File: config.mk
export PLATFORM = sky130hd
export DESIGN_NAME = pong_match_ctrl_flat
export DESIGN_NICKNAME = d
export VERILOG_FILES = /design/src/rtl/pong_match_ctrl_if.sv /design/src/rtl/pong_match_ctrl.sv /design/src/flat_wrapper.sv
export SDC_FILE = /design/constraint.sdc
export NUM_CORES = 1
export LEC_CHECK = 0
export CAP_MARGIN = 25
export CORE_UTILIZATION = 42
export DETAILED_ROUTE_END_ITERATION = 8
export PLACE_DENSITY_LB_ADDON = 0.1
export SLEW_MARGIN = 20
export SYNTH_ARGS = -nofsm -noshare
export SYNTH_HDL_FRONTEND = slang
export SYNTH_SLANG_ARGS = --single-unit
File: constraint.sdc
create_clock -name clk_0 -period 4 [get_ports clk_0]
set_input_delay 0.8 -clock clk_0 [delete_from_list [all_inputs] [get_ports clk_0]]
set_output_delay 0.8 -clock clk_0 [all_outputs]
set_load 0.01 [all_outputs]
File: src/rtl/pong_match_ctrl_if.sv
// Signal bundle between the match sequencer and the buttons, physics and renderer.
// master = buttons/physics side (drives events), slave = the sequencer (drives state).
interface pong_match_ctrl_if;
    logic       frame_tick;
    logic       start;
    logic       pause;
    logic       point_p1;
    logic       point_p2;
    logic       ball_reset;
    logic       ball_run;
    logic       serve_dir;
    logic       sq_shown;
    logic [3:0] score_p1;
    logic [3:0] score_p2;
    logic       game_over;
    logic [2:0] state;

    modport master (
        output frame_tick, start, pause, point_p1, point_p2,
        input  ball_reset, ball_run, serve_dir, sq_shown,
        input  score_p1, score_p2, game_over, state
    );

    modport slave (
        input  frame_tick, start, pause, point_p1, point_p2,
        output ball_reset, ball_run, serve_dir, sq_shown,
        output score_p1, score_p2, game_over, state
    );
endinterface

File: src/rtl/pong_match_ctrl.sv
// Pong match-flow sequencer: serve/play/point/over states, scoring, ball hold and blink.
// Latency: every output registered, an input sampled at edge N is visible after edge N.
// Backpressure: none, all events are single-cycle pulses; PONG_PAUSE_EN adds the PAUSE state.
module pong_match_ctrl #(
    parameter int WIN_SCORE    = 7,
    parameter int SERVE_FRAMES = 60,
    parameter int POINT_FRAMES = 90,
    parameter int BLINK_FRAMES = 8
) (
    input  logic              clk_0,
    input  logic              rst,
    pong_match_ctrl_if.slave  bus
);

    typedef enum logic [2:0] {
        IDLE  = 3'd0,
        SERVE = 3'd1,
        PLAY  = 3'd2,
        POINT = 3'd3,
        OVER  = 3'd4,
        PAUSE = 3'd5
    } state_t;

    localparam logic [3:0] WIN         = 4'(WIN_SCORE);
    localparam logic [7:0] SERVE_LAST  = 8'(SERVE_FRAMES - 1);
    localparam logic [7:0] POINT_LAST  = 8'(POINT_FRAMES - 1);
    localparam logic [7:0] BLINK_LAST  = 8'(BLINK_FRAMES - 1);

    state_t     state_q, state_nxt;
    logic       start_q;
    logic       start_edge;
    logic [7:0] frame_cnt_q, frame_cnt_nxt;
    logic [7:0] blink_cnt_q, blink_cnt_nxt;
    logic [3:0] score_p1_q, score_p1_nxt;
    logic [3:0] score_p2_q, score_p2_nxt;
    logic [3:0] p1_inc, p2_inc;
    logic       serve_dir_q, serve_dir_nxt;
    logic       ball_reset_q, ball_reset_nxt;
    logic       ball_run_q, ball_run_nxt;
    logic       sq_shown_q, sq_shown_nxt;
    logic       game_over_q, game_over_nxt;
    logic       entering;

    function automatic logic [3:0] sat_inc(input logic [3:0] s);
        return (s == 4'hF) ? s : s + 4'd1;
    endfunction

    assign start_edge = bus.start & ~start_q;

`ifdef PONG_PAUSE_EN
    logic pause_q;
    logic pause_edge;
    assign pause_edge = bus.pause & ~pause_q;

    always_ff @(posedge clk_0 or negedge rst) begin
        if (!rst) pause_q <= 1'b0;
        else      pause_q <= bus.pause;
    end
`endif

    always_comb begin
        state_nxt     = state_q;
        score_p1_nxt  = score_p1_q;
        score_p2_nxt  = score_p2_q;
        serve_dir_nxt = serve_dir_q;
        p1_inc        = sat_inc(score_p1_q);
        p2_inc        = sat_inc(score_p2_q);

        case (state_q)
            IDLE, OVER: begin
                if (start_edge) begin
                    state_nxt     = SERVE;
                    score_p1_nxt  = 4'd0;
                    score_p2_nxt  = 4'd0;
                    serve_dir_nxt = 1'b0;
                end
            end
            SERVE: begin
                if (bus.frame_tick && frame_cnt_q == SERVE_LAST) state_nxt = PLAY;
            end
            PLAY: begin
                // A double hit is a dead ball: nobody scores, serve side unchanged.
                if (bus.point_p1 && bus.point_p2) begin
                    state_nxt = POINT;
                end else if (bus.point_p1) begin
                    score_p1_nxt  = p1_inc;
                    serve_dir_nxt = 1'b1;
                    state_nxt     = (p1_inc == WIN) ? OVER : POINT;
                end else if (bus.point_p2) begin
                    score_p2_nxt  = p2_inc;
                    serve_dir_nxt = 1'b0;
                    state_nxt     = (p2_inc == WIN) ? OVER : POINT;
                end
`ifdef PONG_PAUSE_EN
                else if (pause_edge) begin
                    state_nxt = PAUSE;
                end
`endif
            end
            POINT: begin
                if (bus.frame_tick && frame_cnt_q == POINT_LAST) state_nxt = SERVE;
            end
`ifdef PONG_PAUSE_EN
            PAUSE: begin
                if (pause_edge) state_nxt = PLAY;
            end
`endif
            default: state_nxt = IDLE;
        endcase

        // Counters restart on the transition edge; a tick on that same edge is dropped.
        entering = (state_nxt != state_q);

        if (entering)             frame_cnt_nxt = 8'd0;
        else if (bus.frame_tick)  frame_cnt_nxt = frame_cnt_q + 8'd1;
        else                      frame_cnt_nxt = frame_cnt_q;

        if (entering)
            blink_cnt_nxt = 8'd0;
        else if (bus.frame_tick && state_q == SERVE)
            blink_cnt_nxt = (blink_cnt_q == BLINK_LAST) ? 8'd0 : blink_cnt_q + 8'd1;
        else
            blink_cnt_nxt = blink_cnt_q;

        if (state_nxt == SERVE) begin
            if (entering)
                sq_shown_nxt = 1'b1;
            else if (bus.frame_tick && blink_cnt_q == BLINK_LAST)
                sq_shown_nxt = ~sq_shown_q;
            else
                sq_shown_nxt = sq_shown_q;
        end else begin
            sq_shown_nxt = (state_nxt == PLAY) || (state_nxt == PAUSE);
        end

        ball_reset_nxt = entering && (state_nxt == SERVE);
        ball_run_nxt   = (state_nxt == PLAY);
        game_over_nxt  = (state_nxt == OVER);
    end

    always_ff @(posedge clk_0 or negedge rst) begin
        if (!rst) begin
            state_q      <= IDLE;
            start_q      <= 1'b0;
            frame_cnt_q  <= 8'd0;
            blink_cnt_q  <= 8'd0;
            score_p1_q   <= 4'd0;
            score_p2_q   <= 4'd0;
            serve_dir_q  <= 1'b0;
            ball_reset_q <= 1'b0;
            ball_run_q   <= 1'b0;
            sq_shown_q   <= 1'b0;
            game_over_q  <= 1'b0;
        end else begin
            state_q      <= state_nxt;
            start_q      <= bus.start;
            frame_cnt_q  <= frame_cnt_nxt;
            blink_cnt_q  <= blink_cnt_nxt;
            score_p1_q   <= score_p1_nxt;
            score_p2_q   <= score_p2_nxt;
            serve_dir_q  <= serve_dir_nxt;
            ball_reset_q <= ball_reset_nxt;
            ball_run_q   <= ball_run_nxt;
            sq_shown_q   <= sq_shown_nxt;
            game_over_q  <= game_over_nxt;
        end
    end

    assign bus.ball_reset = ball_reset_q;
    assign bus.ball_run   = ball_run_q;
    assign bus.serve_dir  = serve_dir_q;
    assign bus.sq_shown   = sq_shown_q;
    assign bus.score_p1   = score_p1_q;
    assign bus.score_p2   = score_p2_q;
    assign bus.game_over  = game_over_q;
    assign bus.state      = state_q;

endmodule
File: src/flat_wrapper.sv
// flat-port wrapper written by rule: the top's interface ports become plain ports
module pong_match_ctrl_flat 
#(
    parameter int WIN_SCORE    = 7,
    parameter int SERVE_FRAMES = 60,
    parameter int POINT_FRAMES = 90,
    parameter int BLINK_FRAMES = 8
)
  (clk_0, rst, bus_frame_tick, bus_start, bus_pause, bus_point_p1, bus_point_p2, bus_ball_reset, bus_ball_run, bus_serve_dir, bus_sq_shown, bus_score_p1, bus_score_p2, bus_game_over, bus_state);
  pong_match_ctrl_if bus_i ();
  input  logic clk_0;
  input  logic rst;
  input wire logic [$bits(bus_i.frame_tick)-1:0] bus_frame_tick;
  input wire logic [$bits(bus_i.start)-1:0] bus_start;
  input wire logic [$bits(bus_i.pause)-1:0] bus_pause;
  input wire logic [$bits(bus_i.point_p1)-1:0] bus_point_p1;
  input wire logic [$bits(bus_i.point_p2)-1:0] bus_point_p2;
  output wire logic [$bits(bus_i.ball_reset)-1:0] bus_ball_reset;
  output wire logic [$bits(bus_i.ball_run)-1:0] bus_ball_run;
  output wire logic [$bits(bus_i.serve_dir)-1:0] bus_serve_dir;
  output wire logic [$bits(bus_i.sq_shown)-1:0] bus_sq_shown;
  output wire logic [$bits(bus_i.score_p1)-1:0] bus_score_p1;
  output wire logic [$bits(bus_i.score_p2)-1:0] bus_score_p2;
  output wire logic [$bits(bus_i.game_over)-1:0] bus_game_over;
  output wire logic [$bits(bus_i.state)-1:0] bus_state;
  assign bus_i.frame_tick = bus_frame_tick;
  assign bus_i.start = bus_start;
  assign bus_i.pause = bus_pause;
  assign bus_i.point_p1 = bus_point_p1;
  assign bus_i.point_p2 = bus_point_p2;
  assign bus_ball_reset = bus_i.ball_reset;
  assign bus_ball_run = bus_i.ball_run;
  assign bus_serve_dir = bus_i.serve_dir;
  assign bus_sq_shown = bus_i.sq_shown;
  assign bus_score_p1 = bus_i.score_p1;
  assign bus_score_p2 = bus_i.score_p2;
  assign bus_game_over = bus_i.game_over;
  assign bus_state = bus_i.state;
  pong_match_ctrl #(.WIN_SCORE(WIN_SCORE), .SERVE_FRAMES(SERVE_FRAMES), .POINT_FRAMES(POINT_FRAMES), .BLINK_FRAMES(BLINK_FRAMES)) u_core (.clk_0(clk_0), .rst(rst), .bus(bus_i));
endmodule
# Word level (Yosys, flattened, before mapping)
# Index checks and enable logic that the tools add are counted.
# word_totals
regBits	33
latch_bits	0
ramBits	0
mem_bits_ro	0
in_bits	7
out_inout_bits	16
mem_count	0
# op_classes
n_addsub	4
multipliers	0
n_div	0
n_lt_le_gt_ge	0
eq_ne	23
shifts	0
mux	32
bitwise	3
n_reduce_logical	15
# op_table
op	count
$mux 8	5
$mux 4	8
$mux 3	8
$add 8x1->8 const B	2
$pmux 4 s2	2
$pmux 3 s4	1
$eq 3x2->1 const B	3
$eq 3x3->1 const B	3
$add 4x1->4 const B	2
$eq 4x3->1 const B	2
$eq 4x4->1 const B	2
$eq 8x3->1 const B	1
$eq 8x6->1 const B	1
$eq 8x7->1 const B	1
$ne 2x2->1 const B	4
$reduce_and 4->1	2
$mux 1	7
$eq 3x1->1 const B	2
$logic_and 1x1->1	6
$reduce_bool 2->1	3
$reduce_and 5->1	1
$logic_not 3->1	1
$ne 3x2->1 const B	1
$ne 3x3->1	1
7 further kinds	8

# Longest topological paths before layout
# Gate-level depths: netlist (run 1).
# logic_depth
depth_word	11
depth_mapped	9
mapped_depth_nobuf	7

# Worst setup path after synthesis (run 1)
# OpenSTA, ideal clock, no wires.
# synth_timing
kind	input to register
from	input bus_point_p2
to	register u_core.blink_cnt_q[6]
arrival_ns	1.926
path_slack_ns	1.954
stages	7
path_buffers	2
cell_sequence	nor4b_4 nand3_1 a311oi_1 or2_1 buf_6 buf_6 nor2_1
# synth_via
elab_chain_cells	6
word_cells_on_any_way	8
# synth_lines
element	line_no	text
start, declared	flat_wrapper.sv:17	input wire logic [$bits(bus_i.point_p2)-1:0] bus_point_p2;
$mux 3	pong_match_ctrl.sv:89	end else if (bus.point_p2) begin
$mux 3	pong_match_ctrl.sv:85	end else if (bus.point_p1) begin
$mux 3 *	pong_match_ctrl.sv:83	if (bus.point_p1 && bus.point_p2) begin
$pmux 3 s4 *	pong_match_ctrl.sv:69	case (state_q)
$ne 3x3->1 *	pong_match_ctrl.sv:112	entering = (state_nxt != state_q);
$mux 8 or $reduce_bool 2->1 (tied branches)	--	
end signal, assigned	pong_match_ctrl.sv:158	blink_cnt_q <= blink_cnt_nxt;
end, declared	pong_match_ctrl.sv:33	logic [7:0] blink_cnt_q, blink_cnt_nxt;
# Mark *: on every way between the ends. The rest lies on a longest branch, timed or not.
# A chain may end at the register's enable or synchronous reset.

# Final worst setup path (run 1)
# layout_timing
from	input bus_point_p2
to	register u_core.ball_reset_q (netlist: u_core.bus.ball_reset)
# layout_via
elab_chain_cells	6
word_cells_on_any_way	8
# layout_lines
element	line_no	text
$mux 3	pong_match_ctrl.sv:89	
$mux 3	pong_match_ctrl.sv:85	
$mux 3 *	pong_match_ctrl.sv:83	
$pmux 3 s4 *	pong_match_ctrl.sv:69	
$ne 3x3->1 or $eq 3x1->1 (tied branches)	pong_match_ctrl.sv:112, pong_match_ctrl.sv:136	
$logic_and 1x1->1 *	pong_match_ctrl.sv:136	ball_reset_nxt = entering && (state_nxt == SERVE);
named net u_core.ball_reset_nxt	pong_match_ctrl.sv:38	logic ball_reset_q, ball_reset_nxt;
end signal, assigned	pong_match_ctrl.sv:162	ball_reset_q <= ball_reset_nxt;
end, declared	pong_match_ctrl.sv:38	
# Mark *: on every way through the listed nets, which the timed path passes. The rest lies on a longest branch.

==> qor.csv, run 1 <==
stage,metric,value,unit
clock_tree,clock-root-buffer,clkbuf_8,
critical_path,critPathKind,input pin to register,
layout,antenna_cells,0,
drt,wl_met3,135,µm
synthesis,synthDistinctLibCells,50,
synthesis,synth_area_per_cell,9.52,µm²
pwr,pwr-share-clk,28.1,%
min_path,hold_end,u_core.blink_cnt_q[7]$_DFFE_PN0P_,
pwr,p_per_area,406,mW/mm²
placement,place_hpwl,2730,µm
synthesis,synthTopCellsByArea,"dfrtp_1 43%, nor2_1 5.5%, xor2_1 3.7%, ha_1 3.3%, a21oi_1 2.9%",
critical_path,cpPeakStageDelay,540,ps
min_path,min-delay-start,u_core.blink_cnt_q[7]$_DFFE_PN0P_,
sta,worst_slew_pin_slew,601,ps
critical_path,crit_buf_inv,1,
critical_path,critPathLaunchType,input pin,
critical_path,path_depth,6,
placement,dpl_worst_slack,948,ps
grt,grt_usage,16.8,%
critical_path,reg2reg_to,u_core.bus.ball_reset$_DFF_PN0_,
grt,grt_pass1_vias,1459,
floorplan,ios,23,
clock_tree,htree_levels,2,
critical_path,critPathSlowestCell,or2_1,
synthesis,synth_common_cells,"33 x dfrtp_1, 28 x nor2_1, 14 x nand2_1",
clock_tree,clkSlewWorstSetupHoldPaths,70,ps
placement,io_buffers,21,
pwr,power_frac_seq,48.7,%
clock_tree,cts_buffer_depth,2,
sta,post-route-min-period,2740,ps
pwr,power.switching,0.282,mW
grt,antenna_found_initial,0,
sta,fmax,365,MHz
floorplan,rows,24,
clock_tree,cts_tree,yes,
synthesis,syn-num-nets,212,
sta,maxSlewHeadroom,60.0,%
drt,drc_errors,0,
critical_path,crit_required,4210,ps
clock_tree,cts_buffers,5,
placement,place_congestion,0.868,
drt,top_layer,met4,
synthesis,syn_area,0.00190,mm²
synthesis,yosysTopAreaCell,dfrtp_1,
min_path,hold_depth,2,
drt,drt_iter0_markers,58,
sta,period_share,68.5,%
drt,wl_per_cell,13.7,µm
sta,slew_viol_final,0,
floorplan,core-area,0.00435,mm²
critical_path,r2r_cells,6,
synthesis,ys.warnings.count,0,
floorplan,dieHeight,69.3,µm
synthesis,synth_top_area_share,43.4,%
synthesis,ys_seq_area_share,43.4,%
floorplan,die_w,69.3,µm
sta,final.setup.tns,0,ps
outcome,status,finished clean,
synthesis,synth_async_sr_flop_share,100,%
drt,detail-route-antenna-nets,0,
pwr,pwr-share-comb,23.2,%
pwr,max-vdd-ir-drop,0.000234,V
layout,area_delta_synth_final,16.8,%
critical_path,worstPathArrival,2950,ps
synthesis,ys_ff_latch,33,
clock_tree,postCtsSetupRepairBufs,0,
sta,skew,5.78,ps
sta,rsz0062_at_grt,false,
critical_path,worstPathCellList,clkdlybuf4s50_1 -> nor4b_4 -> nand3_1 -> a311oi_1 -> or2_1 -> nor2b_1,
min_path,hold_class,register to register,
floorplan,initial_core_util,43.7,%
synthesis,yosysMostFrequentCell,dfrtp_1,
drt,wirelength_met1,1840,µm
clock_tree,clk_latency,280,ps
drt,vias,1540,
layout,design_area,0.00222,mm²
layout,fillers,413,
drt,firstDrtPassIters,4,
job,maxCapViolations,0,
pwr,swShare,31.2,%
synthesis,synthFlopType,dfrtp_1,
layout,fin_nets,236,
floorplan,die_area,0.00481,mm²
clock_tree,post_cts_resized,0,
clock_tree,holdBufCountCts,0,
synthesis,postSynthCellCount,200,
drt,wl_met2,1760,µm
sta,hold_viol_final,0,
critical_path,setup.worst_path.end_class,register,
sta,setup_viol,0,
drt,viasPerCell,5.58,
pwr,p_leak,0.950,nW
critical_path,crit_family,simple AND/OR/NAND/NOR gates,
grt,gr-total-overflow,0,
drt,wl,3790,µm
critical_path,r2r_start,u_core.bus.score_p2[0]$_DFFE_PN0P_,
synthesis,synth_edf_count,0,
critical_path,rrSetupSlack,1470,ps
pwr,p_total,0.904,mW
pwr,p_int,0.622,mW
grt,grt_max_degree,34,
placement,placed_area,0.00214,mm²
sta,setup_ws,1260,ps
grt,grt_pass1_wl,6530,µm
layout,drive_above_1_share,8.04,%
clock_tree,clock_sink_count,33,
critical_path,cp_max_fo,17,
stage by stage:
stage | hold slack [ps] | utilization [%] | cells
after floorplan | 496 | - | 200
after global placement | 515 | 49.1 | 269
after detailed placement | 529 | 49.1 | 269
after CTS | 545 | 51.1 | 276
after global routing | 561 | 51.1 | 276
final | 538 | 51.1 | 276
layout by cell type (no fill, tap or decap), drive strengths merged, types with 3 or more instances in the layout:
master         count
nor3               4
and3               4
xor2               8
nand3             10
nand4              6
nand4b             3
clkdlybuf4s50     21
nand3b             3
nand2b             3
inv                7
nand2             14
dfrtp             33
clkbuf             7
a21oi             11
nor2b              5
nand4bb            3
nor2              28
xnor2              5
o21ai             12
ha                 5
kinds of logic (layout without fill, tap and decap cells):
| group | count (synthesis) | in the layout | synth area share [%] |
|---|---|---|---|
| XOR/XNOR | 13 | 13 | 5.98 |
| AND/OR/NAND/NOR | 96 | 96 | 29.2 |
| buffers and inverters | 12 | 36 | 3.94 |
| adder cells (fa/ha/maj) | 5 | 5 | 3.29 |
| AO/OA/AOI/OAI | 40 | 40 | 13.7 |
| flip-flops | 33 | 33 | 43.4 |
| multiplexers | 1 | 1 | 0.526 |
worst reg2reg max path: stages, from the launching register on:
cell      delay (ps)
dfrtp_1          450
ha_1             320
nor3b_1          400
nand3_1          180
a311oi_1         360
or2_1            540
nor2b_1          210
power groups by stage:
stage | Clock (mW) | Combinational, mW | Sequential (mW)
2_1_floorplan | 0 | 0.148 | 0.436
3_3_place_gp | 0 | 0.205 | 0.441
3_5_place_dp | 0 | 0.211 | 0.446
4_1_cts | 0.262 | 0.213 | 0.439
5_1_grt | 0.280 | 0.240 | 0.447
6_report | 0.254 | 0.209 | 0.440
sequential cells by signal (all words and copies together) (netlist names):
name	cells
u_core.blink_cnt_q	8
u_core.bus.ball_reset	1
u_core.bus.ball_run	1
u_core.bus.game_over	1
u_core.bus.score_p1	4
u_core.bus.score_p2	4
u_core.bus.serve_dir	1
u_core.bus.sq_shown	1
u_core.bus.state	3
u_core.frame_cnt_q	8
u_core.start_q	1
per-layer routing:
layer	track usage [%]	vias up
li1	-	768
met1	22.1	740
met2	26.9	26
met3	4.51	6
met4	5.44	0
met5	0	-
final cells by class:
| class | instances | area, µm² | share of cell area [%] |
|---|---|---|---|
| inverter | 7 | 26.3 | 1.18 |
| clock buffer | 7 | 86.3 | 3.88 |
| timing repair buffer | 22 | 218 | 9.79 |
| tap | 52 | 65.1 | 2.92 |
| sequential | 33 | 826 | 37.1 |
| multi-input combinational | 155 | 1000 | 45.1 |
worst max-delay path by stage:
stage,start,to,slack [ps]
after CTS,bus_point_p2,u_core.bus.ball_reset$_DFF_PN0_,1230
after detailed placement,bus_point_p2,u_core.bus.ball_reset$_DFF_PN0_,950
after global routing,bus_point_p2,u_core.bus.ball_reset$_DFF_PN0_,1110
after global placement,bus_point_p2,u_core.bus.ball_reset$_DFF_PN0_,970
after floorplan,bus_point_p2,u_core.blink_cnt_q[6]$_DFFE_PN0P_,1950
final,bus_point_p2,u_core.bus.ball_reset$_DFF_PN0_,1260
Power figures use the tool's default switching activity.
==> run 2, diff against run 1 <==
==> constraint.sdc (replaced) <==
create_clock -name clk_0 -period 2.4 [get_ports clk_0]
set_input_delay 0.48 -clock clk_0 [delete_from_list [all_inputs] [get_ports clk_0]]
set_output_delay 0.48 -clock clk_0 [all_outputs]
set_load 0.01 [all_outputs]
==> run 2 against run 1 <==
  * Clock skew about the same
  * Total power up 67%
  * Worst hold slack worse by 7.1 ps
  * Critical path depth up 1
  * Clock power up 59%
  * First-iteration DRC count up 1.7%
  * Critical endpoint is now u_core.blink_cnt_q[3]$_DFFE_PN0P_
==> qor.csv, run 2 (synthesized netlist as in run 1, its figures left out) <==
stage,metric,value,unit,change
outcome,status,finished clean,,
layout,fin_nets,243,,+3.0%
pwr,p_per_area,660,mW/mm²,+62%
floorplan,rows,24,,unchanged
layout,area_delta_synth_final,20.3,%,
clock_tree,cts_tree,yes,,
floorplan,core-area,0.00435,mm²,unchanged
drt,drc_errors,0,,unchanged
clock_tree,holdBufCountCts,0,,unchanged
sta,final.setup.tns,0,ps,unchanged
sta,setup_viol,0,,unchanged
min_path,hold_class,register to register,,
sta,maxSlewHeadroom,71.5,%,+12 points
critical_path,setup.worst_path.end_class,register,,
layout,antenna_cells,0,,unchanged
drt,wl_per_cell,13.8,µm,+0.26%
grt,grt_max_degree,34,,unchanged
sta,worst_slew_pin_slew,427,ps,-173 ps
job,maxCapViolations,0,,unchanged
layout,fillers,394,,-4.6%
layout,largestRegisters,"u_core.blink_cnt_q: 8 flops, u_core.frame_cnt_q: 8 flops",,
clock_tree,htree_levels,2,,unchanged
grt,grt_usage,17.9,%,+1.1 points
floorplan,initial_core_util,43.7,%,unchanged
sta,hold_viol_final,0,,unchanged
clock_tree,clkSlewWorstSetupHoldPaths,70,ps,about the same
floorplan,die_w,69.3,µm,unchanged
floorplan,die_area,0.00481,mm²,unchanged
grt,gr-total-overflow,0,,unchanged
placement,io_buffers,21,,unchanged
grt,grt_pass1_vias,1594,,+9.3%
clock_tree,clock_sink_count,33,,unchanged
layout,final_common_cell,dfrtp_1,,
drt,wl,3910,µm,+3.2%
drt,drt_iter0_markers,59,,+1.7%
sta,period_share,87.6,%,
placement,place_congestion,0.827,,-4.7%
critical_path,cp_max_fo,16,,-1
pwr,p_leak,0.993,nW,+4.4%
placement,place_hpwl,2870,µm,+5.1%
pwr,p_total,1.51,mW,+67%
sta,fmax,476,MHz,
grt,antenna_found_initial,0,,unchanged
pwr,max-vdd-ir-drop,0.000473,V,+100%
floorplan,dieHeight,69.3,µm,unchanged
clock_tree,cts_buffer_depth,2,,unchanged
layout,drive_above_1_share,11.6,%,+3.6 points
sta,slew_viol_final,0,,unchanged
grt,grt_pass1_wl,6910,µm,+5.8%
layout,layout_common_cells,"33 x dfrtp_1, 28 x nor2_1, 21 x clkdlybuf4s50_1",,
critical_path,worstPathArrival,2290,ps,-660 ps
sta,rsz0062_at_grt,false,,
critical_path,critPathKind,register to register,,
clock_tree,clk_latency,280,ps,about the same
clock_tree,cts_buffers,5,,unchanged
floorplan,ios,23,,unchanged
critical_path,critPathLaunchType,register,,
drt,viasPerCell,5.54,,-0.80%
sta,post-route-min-period,2100,ps,
critical_path,r2r_cells,7,,+1
drt,vias,1572,,+2.1%
drt,detail-route-antenna-nets,0,,unchanged
clock_tree,postCtsSetupRepairBufs,0,,unchanged
critical_path,crit_required,2590,ps,-1620 ps
sta,skew,5.59,ps,-0.191 ps
drt,firstDrtPassIters,4,,unchanged
clock_tree,post_cts_resized,0,,unchanged
clock_tree,clock-root-buffer,clkbuf_8,,
min_path,hold_depth,2,,unchanged
run 2: layer usage:
layer / routed length [µm] / global-route usage (%)
met1: 1870 / 23.2
met2: 1840 / 28.8
met3: 147 / 4.94
met4: 48 / 6.12
met5: 0 / 0
run 2: layout make-up:
| type | instances | area, µm² | area share [%] |
|---|---|---|---|
| Clock buffer | 6 | 72.6 | 3.17 |
| Inverter | 7 | 26.3 | 1.15 |
| Clock inverter | 2 | 10.0 | 0.437 |
| Tap cell | 52 | 65.1 | 2.84 |
| Multi-Input combinational cell | 155 | 1010 | 44.0 |
| Sequential cell | 33 | 826 | 36.0 |
| Timing Repair Buffer | 29 | 283 | 12.3 |
run 2: through the flow:
step | util, % | instances | worst slack, ps | hold slack [ps] | instance area [µm²]
5_1_grt | 52.6 | 284 | 113 | 557 | 2290
3_3_place_gp | 50.6 | 276 | 15.6 | 514 | 2200
3_5_place_dp | 50.6 | 276 | 12.1 | 518 | 2200
2_1_floorplan | - | 200 | 406 | 184 | 1900
6_report | 52.6 | 284 | 297 | 531 | 2290
4_1_cts | 52.5 | 284 | 160 | 533 | 2290
run 2: critical path: stages, from the launching register on:
cell      delay (ps)
dfrtp_1          460
ha_1             330
nor3b_2          280
a21o_1           180
a31oi_1          100
or2_1            290
buf_12           160
a311oi_1         200
run 2: power breakdown:
part | internal, mW | total [mW] | switching [mW] | leakage [nW]
clock | 0.201 | 0.405 | 0.204 | 0.0450
sequential | 0.636 | 0.733 | 0.0967 | 0.436
combinational | 0.190 | 0.373 | 0.184 | 0.512
total | 1.03 | 1.51 | 0.485 | 0.993
run 2: worst paths after layout:
kind / slack [ps] / start / end
worst max-delay path: 300 / u_core.bus.score_p2[0]$_DFFE_PN0P_ / u_core.blink_cnt_q[3]$_DFFE_PN0P_
worst min-delay path: 530 / u_core.bus.serve_dir$_DFFE_PN0P_ / u_core.bus.serve_dir$_DFFE_PN0P_
worst max register to register: 300 / u_core.bus.score_p2[0]$_DFFE_PN0P_ / u_core.blink_cnt_q[3]$_DFFE_PN0P_
worst min register to register: 530 / u_core.bus.serve_dir$_DFFE_PN0P_ / u_core.bus.serve_dir$_DFFE_PN0P_
max in group asynchronous: 1480 / rst / u_core.bus.state[1]$_DFF_PN0_
min in group asynchronous: 610 / rst / u_core.blink_cnt_q[6]$_DFFE_PN0P_
